--- config.mk ---
export PLATFORM = sky130hd
export DESIGN_NAME = pipe_hazard_ctrl
export DESIGN_NICKNAME = d
export VERILOG_FILES = /design/src/rtl/pipe_ctrl_pkg.sv /design/src/rtl/pipe_hazard_ctrl_sat_counter.sv /design/src/rtl/pipe_hazard_ctrl.sv
export SDC_FILE = /design/constraint.sdc
export NUM_CORES = 1
export LEC_CHECK = 0
export BUFFER_PORTS_ARGS = -buffer_cell sky130_fd_sc_hd__buf_4
export CORE_UTILIZATION = 52
export DETAILED_ROUTE_END_ITERATION = 8
export PLACE_DENSITY = 0.87
export SLEW_MARGIN = 10
export SYNTH_ARGS = -nofsm -noshare
export SYNTH_HDL_FRONTEND = slang
export SYNTH_SLANG_ARGS = --single-unit
--- constraint.sdc ---
create_clock -name clk -period 4.8 [get_ports clk]
set_input_delay 0.48 -clock clk [delete_from_list [all_inputs] [get_ports clk]]
set_output_delay 0.48 -clock clk [all_outputs]
set_load 0.02 [all_outputs]
--- src/rtl/pipe_ctrl_pkg.sv ---
// Shared encodings and defaults for the pipeline hazard controller.
package pipe_ctrl_pkg;

   localparam int CNT_W_DEF        = 32;
   localparam int DRAIN_CYCLES_DEF = 3;

   localparam logic [1:0] PCSRC_SEQ = 2'b00;
   localparam logic [1:0] PCSRC_J   = 2'b01;
   localparam logic [1:0] PCSRC_BR  = 2'b10;

   typedef enum logic [1:0] {
      ST_RUN    = 2'd0,
      ST_DRAIN  = 2'd1,
      ST_HALTED = 2'd2
   } state_t;

endpackage

--- src/rtl/pipe_hazard_ctrl_sat_counter.sv ---
// Saturating event counter with synchronous clear.
module sat_counter #(
   parameter int W = 32
) (
   input  logic         clk,
   input  logic         rst,
   input  logic         inc,
   input  logic         clr,
   output logic [W-1:0] cnt
);

   always_ff @(posedge clk or negedge rst) begin
      if (!rst) begin
         cnt <= '0;
      end else if (clr) begin
         cnt <= '0;
      end else if (inc && (cnt != {W{1'b1}})) begin
         cnt <= cnt + 1'b1;
      end
   end

endmodule

--- src/rtl/pipe_hazard_ctrl.sv ---
// Hazard, redirect and debug-halt controller for the 5-stage pipeline.
module pipe_hazard_ctrl
   import pipe_ctrl_pkg::*;
#(
   parameter int CNT_W        = CNT_W_DEF,
   parameter int DRAIN_CYCLES = DRAIN_CYCLES_DEF
) (
   input  logic             clk,
   input  logic             rst,
   input  logic [4:0]       Rs_ID,
   input  logic [4:0]       Rt_ID,
   input  logic             RsUsed_ID,
   input  logic             RtUsed_ID,
   input  logic             MemToReg_Ex,
   input  logic             RegWr_Ex,
   input  logic [4:0]       Reg_Target_Ex,
   input  logic             Branch_Ex,
   input  logic             Jump_Ex,
   input  logic [31:0]      J_Addr_Ex,
   input  logic             BrTaken_Mem,
   input  logic [31:0]      B_Addr_Mem,
   input  logic             halt_req,
   input  logic             cnt_clr,
   output logic [1:0]       PC_Src,
   output logic [31:0]      PC_Target,
   output logic             stall_PC,
   output logic             stall_IF_ID,
   output logic             flush_IF_ID,
   output logic             flush_ID_EX,
   output logic             flush_Ex_Mem,
   output logic             halt_ack,
   output logic [CNT_W-1:0] stall_cnt,
   output logic [CNT_W-1:0] flush_cnt
);

   localparam int DW =
      (DRAIN_CYCLES > 1) ? $clog2(DRAIN_CYCLES) : 1;
   localparam logic [DW-1:0] DLOAD = DW'(DRAIN_CYCLES - 1);

   state_t        st_q, st_d;
   logic [DW-1:0] dcnt_q, dcnt_d;
   logic          lu, br, jp;
   logic          lu_inc, fl_inc;

   assign br = BrTaken_Mem;
   assign jp = Jump_Ex;
   assign lu = MemToReg_Ex && RegWr_Ex
            && (Reg_Target_Ex != 5'd0)
            && ((RsUsed_ID && (Reg_Target_Ex == Rs_ID))
             || (RtUsed_ID && (Reg_Target_Ex == Rt_ID)));

   always_comb begin
      st_d         = st_q;
      dcnt_d       = dcnt_q;
      PC_Src       = PCSRC_SEQ;
      PC_Target    = 32'd0;
      stall_PC     = 1'b0;
      stall_IF_ID  = 1'b0;
      flush_IF_ID  = 1'b0;
      flush_ID_EX  = 1'b0;
      flush_Ex_Mem = 1'b0;
      lu_inc       = 1'b0;
      fl_inc       = 1'b0;
      if (rst) begin
         unique case (st_q)
            ST_RUN: begin
               if (br) begin
                  PC_Src       = PCSRC_BR;
                  PC_Target    = B_Addr_Mem;
                  flush_IF_ID  = 1'b1;
                  flush_ID_EX  = 1'b1;
                  flush_Ex_Mem = 1'b1;
                  fl_inc       = 1'b1;
               end else if (jp) begin
                  PC_Src      = PCSRC_J;
                  PC_Target   = J_Addr_Ex;
                  flush_IF_ID = 1'b1;
                  flush_ID_EX = 1'b1;
                  fl_inc      = 1'b1;
               end else if (lu) begin
                  stall_PC    = 1'b1;
                  stall_IF_ID = 1'b1;
                  flush_ID_EX = 1'b1;
                  lu_inc      = 1'b1;
               end
               // never freeze with a redirect still in flight
               if (halt_req && !(br || jp || Branch_Ex)) begin
                  st_d   = ST_DRAIN;
                  dcnt_d = DLOAD;
               end
            end
            ST_DRAIN: begin
               stall_PC    = 1'b1;
               stall_IF_ID = 1'b1;
               flush_ID_EX = 1'b1;
               if (!halt_req) begin
                  st_d = ST_RUN;
               end else if (dcnt_q == '0) begin
                  st_d = ST_HALTED;
               end else begin
                  dcnt_d = dcnt_q - 1'b1;
               end
            end
            ST_HALTED: begin
               stall_PC    = 1'b1;
               stall_IF_ID = 1'b1;
               flush_ID_EX = 1'b1;
               if (!halt_req) begin
                  st_d = ST_RUN;
               end
            end
            default: st_d = ST_RUN;
         endcase
      end
   end

   always_ff @(posedge clk or negedge rst) begin
      if (!rst) begin
         st_q     <= ST_RUN;
         dcnt_q   <= '0;
         halt_ack <= 1'b0;
      end else begin
         st_q     <= st_d;
         dcnt_q   <= dcnt_d;
         halt_ack <= (st_d == ST_HALTED);
      end
   end

   sat_counter #(.W(CNT_W)) u_stall_cnt (
      .clk (clk),
      .rst (rst),
      .inc (lu_inc),
      .clr (cnt_clr),
      .cnt (stall_cnt)
   );

   sat_counter #(.W(CNT_W)) u_flush_cnt (
      .clk (clk),
      .rst (rst),
      .inc (fl_inc),
      .clr (cnt_clr),
      .cnt (flush_cnt)
   );

endmodule

* Yosys cells after proc, flatten, opt, wreduce, memory -nomap -nowiden *
Cells that the tools add are included.

operators by class
  add/subtract/negate cells = 3
  equal/unequal tests = 10
  muxes and demuxes = 40
  reduce and logical (&&, ||, !) cells = 20

operators by type and width
  kind                   count
  $mux 32                8
  $add 32x1->32 const B  2
  $ne 32x32->1 const B   2
  $mux 2                 11
  $mux 1                 17
  $eq 5x5->1             2
  $logic_and 1x1->1      8
  $ne 2x2->1 const B     3
  $pmux 2 s3             1
  $reduce_bool 2->1      3
  $reduce_and 5->1       1
  $reduce_bool 5->1      1
  $eq 2x2->1 const B     2
  $logic_not 2->1        2
  $pmux 1 s2             2
  $pmux 2 s2             1
  $logic_or 1x1->1       3
  $eq 2x1->1 const B     1
  $reduce_or 2->1        1
  $sub 2x1->2 const B    1
  $logic_not 1->1        1

word-level totals
  register bits after elaboration = 69
  input port bits = 90
  output and inout port bits = 104
  word-level logic and storage cells = 78

* Logic depth before layout (Yosys ltp) *
  word-level depth = 12
  depth in mapped cells = 10
  gate-level depth less buffers = 9

* Cells and area by module *
A second synthesis with hierarchy kept.

second synthesis, totals
  cell total of the unflattened synthesis = 497
  area, all modules = 4,538.1 µm²

by module, submodules not included
  module                     times used  cells each  area each (µm²)  seq. area each (µm²)
  sat_counter (u_flush_cnt)  1           198         1,854.3          800.8
  sat_counter (u_stall_cnt)  1           192         1,798.0          800.8
  pipe_hazard_ctrl           1           107         885.8            125.1

* Worst setup path after synthesis *
OpenSTA, ideal clock, no wires.

  path kind = input-to-output
  start point = input port Reg_Target_Ex[1]
  end point = output port stall_PC
  arrival = 2.110 ns
  data required time = 4.320 ns
  slack = 2.210 ns
  cell stages on the path = 8
  path buffers = 2
  cell sequence = xnor2_1 -> nand4_1 -> o22ai_2 -> clkbuf_1 -> o211a_1 -> a31oi_1 -> nor2_1 -> buf_4

between the ends
  word-level cells in the longest chain between the ends = 9
  elaborated cells on any way between the ends = 13
  classes of those cells = eq/ne: 2; mux: 5; reduce/logical: 6

RTL lines
  item                                         line                                            text
  from (decl)                                  pipe_hazard_ctrl.sv:16                          input logic [4:0] Reg_Target_Ex,
  $eq 5x5->1, on equally long branches         pipe_hazard_ctrl.sv:49, pipe_hazard_ctrl.sv:50
  $logic_and 1x1->1, on equally long branches  pipe_hazard_ctrl.sv:49, pipe_hazard_ctrl.sv:50
  $logic_or 1x1->1                             pipe_hazard_ctrl.sv:50                          || (RtUsed_ID && (Reg_Target_Ex == Rt_ID)));
  $logic_and 1x1->1 (*)                        pipe_hazard_ctrl.sv:49                          && ((RsUsed_ID && (Reg_Target_Ex == Rs_ID))
  $mux 1 (*) (3 in a row)                      --
  $pmux 1 s2 (*)                               --
  $mux 1 (*)                                   --
  to (decl)                                    pipe_hazard_ctrl.sv:26                          output logic stall_PC,

Mark *: on every way between the ends. The rest lies on a longest branch, timed or not.

* Worst setup path in the final report *
  start point = input port rst
  end point = output port PC_Target[16]

between the ends
  word-level cells in the longest chain between the ends = 1

RTL lines
  item         line                    text
  from (decl)  pipe_hazard_ctrl.sv:9   input logic rst,
  $mux 32      pipe_hazard_ctrl.sv:64  if (rst) begin
  to (decl)    pipe_hazard_ctrl.sv:25  output logic [31:0] PC_Target,

No other way between the ends.

==> impl_metrics.yaml <==
run_status:
  outcome: "completed"
sta:
  tns_ps: 0
  fin_crit_sh: 0.6923
  setup_slack_ps: 1477
  fin_skew_ps: 10.66
  setup_violations: 0
  fmax_mhz: 300.9
  worstMarginPinSlew_ps: 1175
  worst_slew_margin_rel: 0.2164
  rsz0062_at_grt: "no"
  period_needed_ps: 3323
  slew_violations: 0
  hold_viol_final: 0
cells_and_area:
  num-nets-final: 765
  syn_to_final_growth_pct: 37.07
  diodes: 0
  drive_gt1_frac: 0.3378
  utilization: 0.7370
  design_area_sq_um: 6056
  n_fill_cell: 594
yosys:
  synth-async-reset-ratio: 1.000
  post-synth-top-count-cell: "dfrtp_1"
  netlist_area_sq_um: 4418
  yosys_warnings: 0
  synth_fp_nets: 585
  yosysUniqueCellTypes: 59
  avgSynthCellArea_sq_um: 9.053
  synth_top_area_frac: 0.3908
  yosysTopAreaCell: "dfrtp_1"
  yosys_most_used_dff: "dfrtp_1"
  syn_inst: 488
  ys_seq_area_frac: 0.3908
  synth_commonest_cells: "dfrtp_1 (69), nor2_1 (54), a22o_1 (32), nand2_1 (29), nand3_1 (29)"
  synth_edf_count: 0
  ys_seq_elements: 69
  synth_area_leaders: "dfrtp_1 (39%), a22o_1 (6.3%), xor2_1 (5.0%), nor2_1 (4.6%), xnor2_1 (4.0%)"
placement:
  dp_slack_ps: 1866
  gp_congestion: 0.8399
  place_area_sq_um: 5868
  placement.io_buffers: 193
  hpwl_um: 10280
cts:
  path_clk_slew_ps: 70
  cts_sinks: 69
  h-tree-depth: 3
  root_buffer: "clkbuf_8"
  cts_inserted_buffers: 9
  clock_latency_ps: 340
  cts_tree: "yes"
  cts_setup_buffers: 0
  clk_path_buf_depth: 2
critical_path:
  cp_common_cell: "buf_4"
  cp_slowest_cell: "and4b_1"
  r2r-start: "st_q[0]"
  startpoint_type: "primary input"
  worst_ep_arrival_time_ps: 2840
  cp_cell_sequence: "dlygate4sd3_1 -> buf_4 -> and4b_1 -> a22o_1 -> buf_4"
  path_class: "in -> out"
  critPathLaunch: "rst"
  crit_fanout: 33
  crit_required_ps: 4320
  cpPeakStageDelay_ps: 1000
  worstSetupEndpointType: "output pin"
floorplanning:
  core_area_sq_um: 8217
  die-area_sq_um: 8869
  start_util: 0.5377
  die_w_um: 94.18
  num_rows: 33
  ios: 194
  die_height_um: 94.18
grt:
  grt_antenna_before_repair: 0
  grt_util_all_layers: 0.3133
  grt_max_degree: 70
  grt_overflow: 0
  grt_pass1_vias: 4358
  grt_pass1_wl_um: 21530
power:
  p_per_area_nw_per_um2: 269.1
  ir_worst_vdd_mv: 0.1744
  p_leak_nw: 2.823
min_path:
  min_from: "halt_req"
  min_path_type: "in -> reg"
route:
  drcViolationCount: 0
  viasPerCell: 5.864
  ant_nets: 0
  num_vias: 4556
  routed_wl_um: 13700
  firstDrtPassIters: 5
  first_iter_violations: 301
  avgRoutedWirePerCell_um: 17.63
run:
  max_cap_viol_count: 0
registers in the layout (all words and copies together) (netlist names):
signal and cells:
dcnt_q 2, st_q 2, u_stall_cnt.cnt 32, u_flush_cnt.cnt 32, halt_ack 1
cells in the final DEF (no fill, tap or decap), types with 20 or more instances in the layout:
cell / count
nand4_1: 23
nor2_1: 54
xnor2_1: 20
a21oi_1: 24
a22o_1: 32
buf_4: 194
nand2_1: 29
o21ai_0: 22
nand3_1: 29
dfrtp_1: 69
xor2_1: 25
critical path: cells and delay by family:
family | cells | cell delay (ps)
AOI/OAI and AO/OA | 1 | 400
and+or+nand+nor | 1 | 1000
buffers and inverters | 3 | 940
layout make-up:
class                      count  area [sq um]  share of cell area
multi-input combinational    382          2512              0.4149
sequential                    69          1727              0.2851
tap                          105         131.4             0.02169
clock buffer                  14         172.7             0.02851
inverter                      11         41.29            0.006818
timing repair buffer         195          1466              0.2421
clock inverter                 1         5.005           0.0008264
cell families (layout without fill, tap and decap cells):
group | Yosys count | after routing | share of synthesized area
xor gates and xnor gates | 45 | 45 | 0.08921
buffers and inverters | 37 | 221 | 0.04050
adders and majority gates | 7 | 7 | 0.01982
muxes | 3 | 3 | 0.008212
DFF | 69 | 69 | 0.3908
AOI/OAI and AO/OA | 104 | 104 | 0.1674
and+or+nand+nor | 223 | 223 | 0.2841
what timing repair did:
action | 4_1_cts | 5_1_grt
hold buffers | 1 | 0
endpoints found under the hold margin | 2 | 0
setup endpoints to repair | 0 | 0
gates resized for setup | 0 | 0
per-layer routing:
| metal | vias up | routed length (um) | track usage |
|---|---|---|---|
| met5 | - | 0 | 0 |
| met4 | 0 | 575 | 0.1590 |
| met3 | 34 | 1007 | 0.06553 |
| met2 | 183 | 6973 | 0.5441 |
| met1 | 2185 | 5143 | 0.3616 |
| li1 | 2154 | - | - |
report_power, final:
part           switching, W  total, W  internal (W)
Combinational      0.000332  0.000575      0.000244
Sequential        0.0000191  0.000625      0.000606
Clock              0.000202  0.000430      0.000227
Total              0.000553   0.00163       0.00108
path summary, 6_finish.rpt:
path	slack, ps	cells after the start	to
setup / recovery	1480	5	PC_Target[16]
setup reg to reg	1850	7	u_stall_cnt.cnt[18]
max in group asynchronous	3190	3	u_flush_cnt.cnt[24]
hold reg to reg	580	2	u_stall_cnt.cnt[8]
hold / removal	500	3	st_q[1]
min in group asynchronous	560	2	st_q[0]
through the flow:
step	hold slack, ps	total power (W)	std cells
after floorplan	184.4	0.0009685	488
after global placement	311.8	0.001189	761
after detailed placement	315.2	0.001205	761
after CTS	493.4	0.001636	777
after global routing	522.9	0.001713	777
final	499.7	0.001630	777
Note: power is estimated with default switching activity, not from simulation.
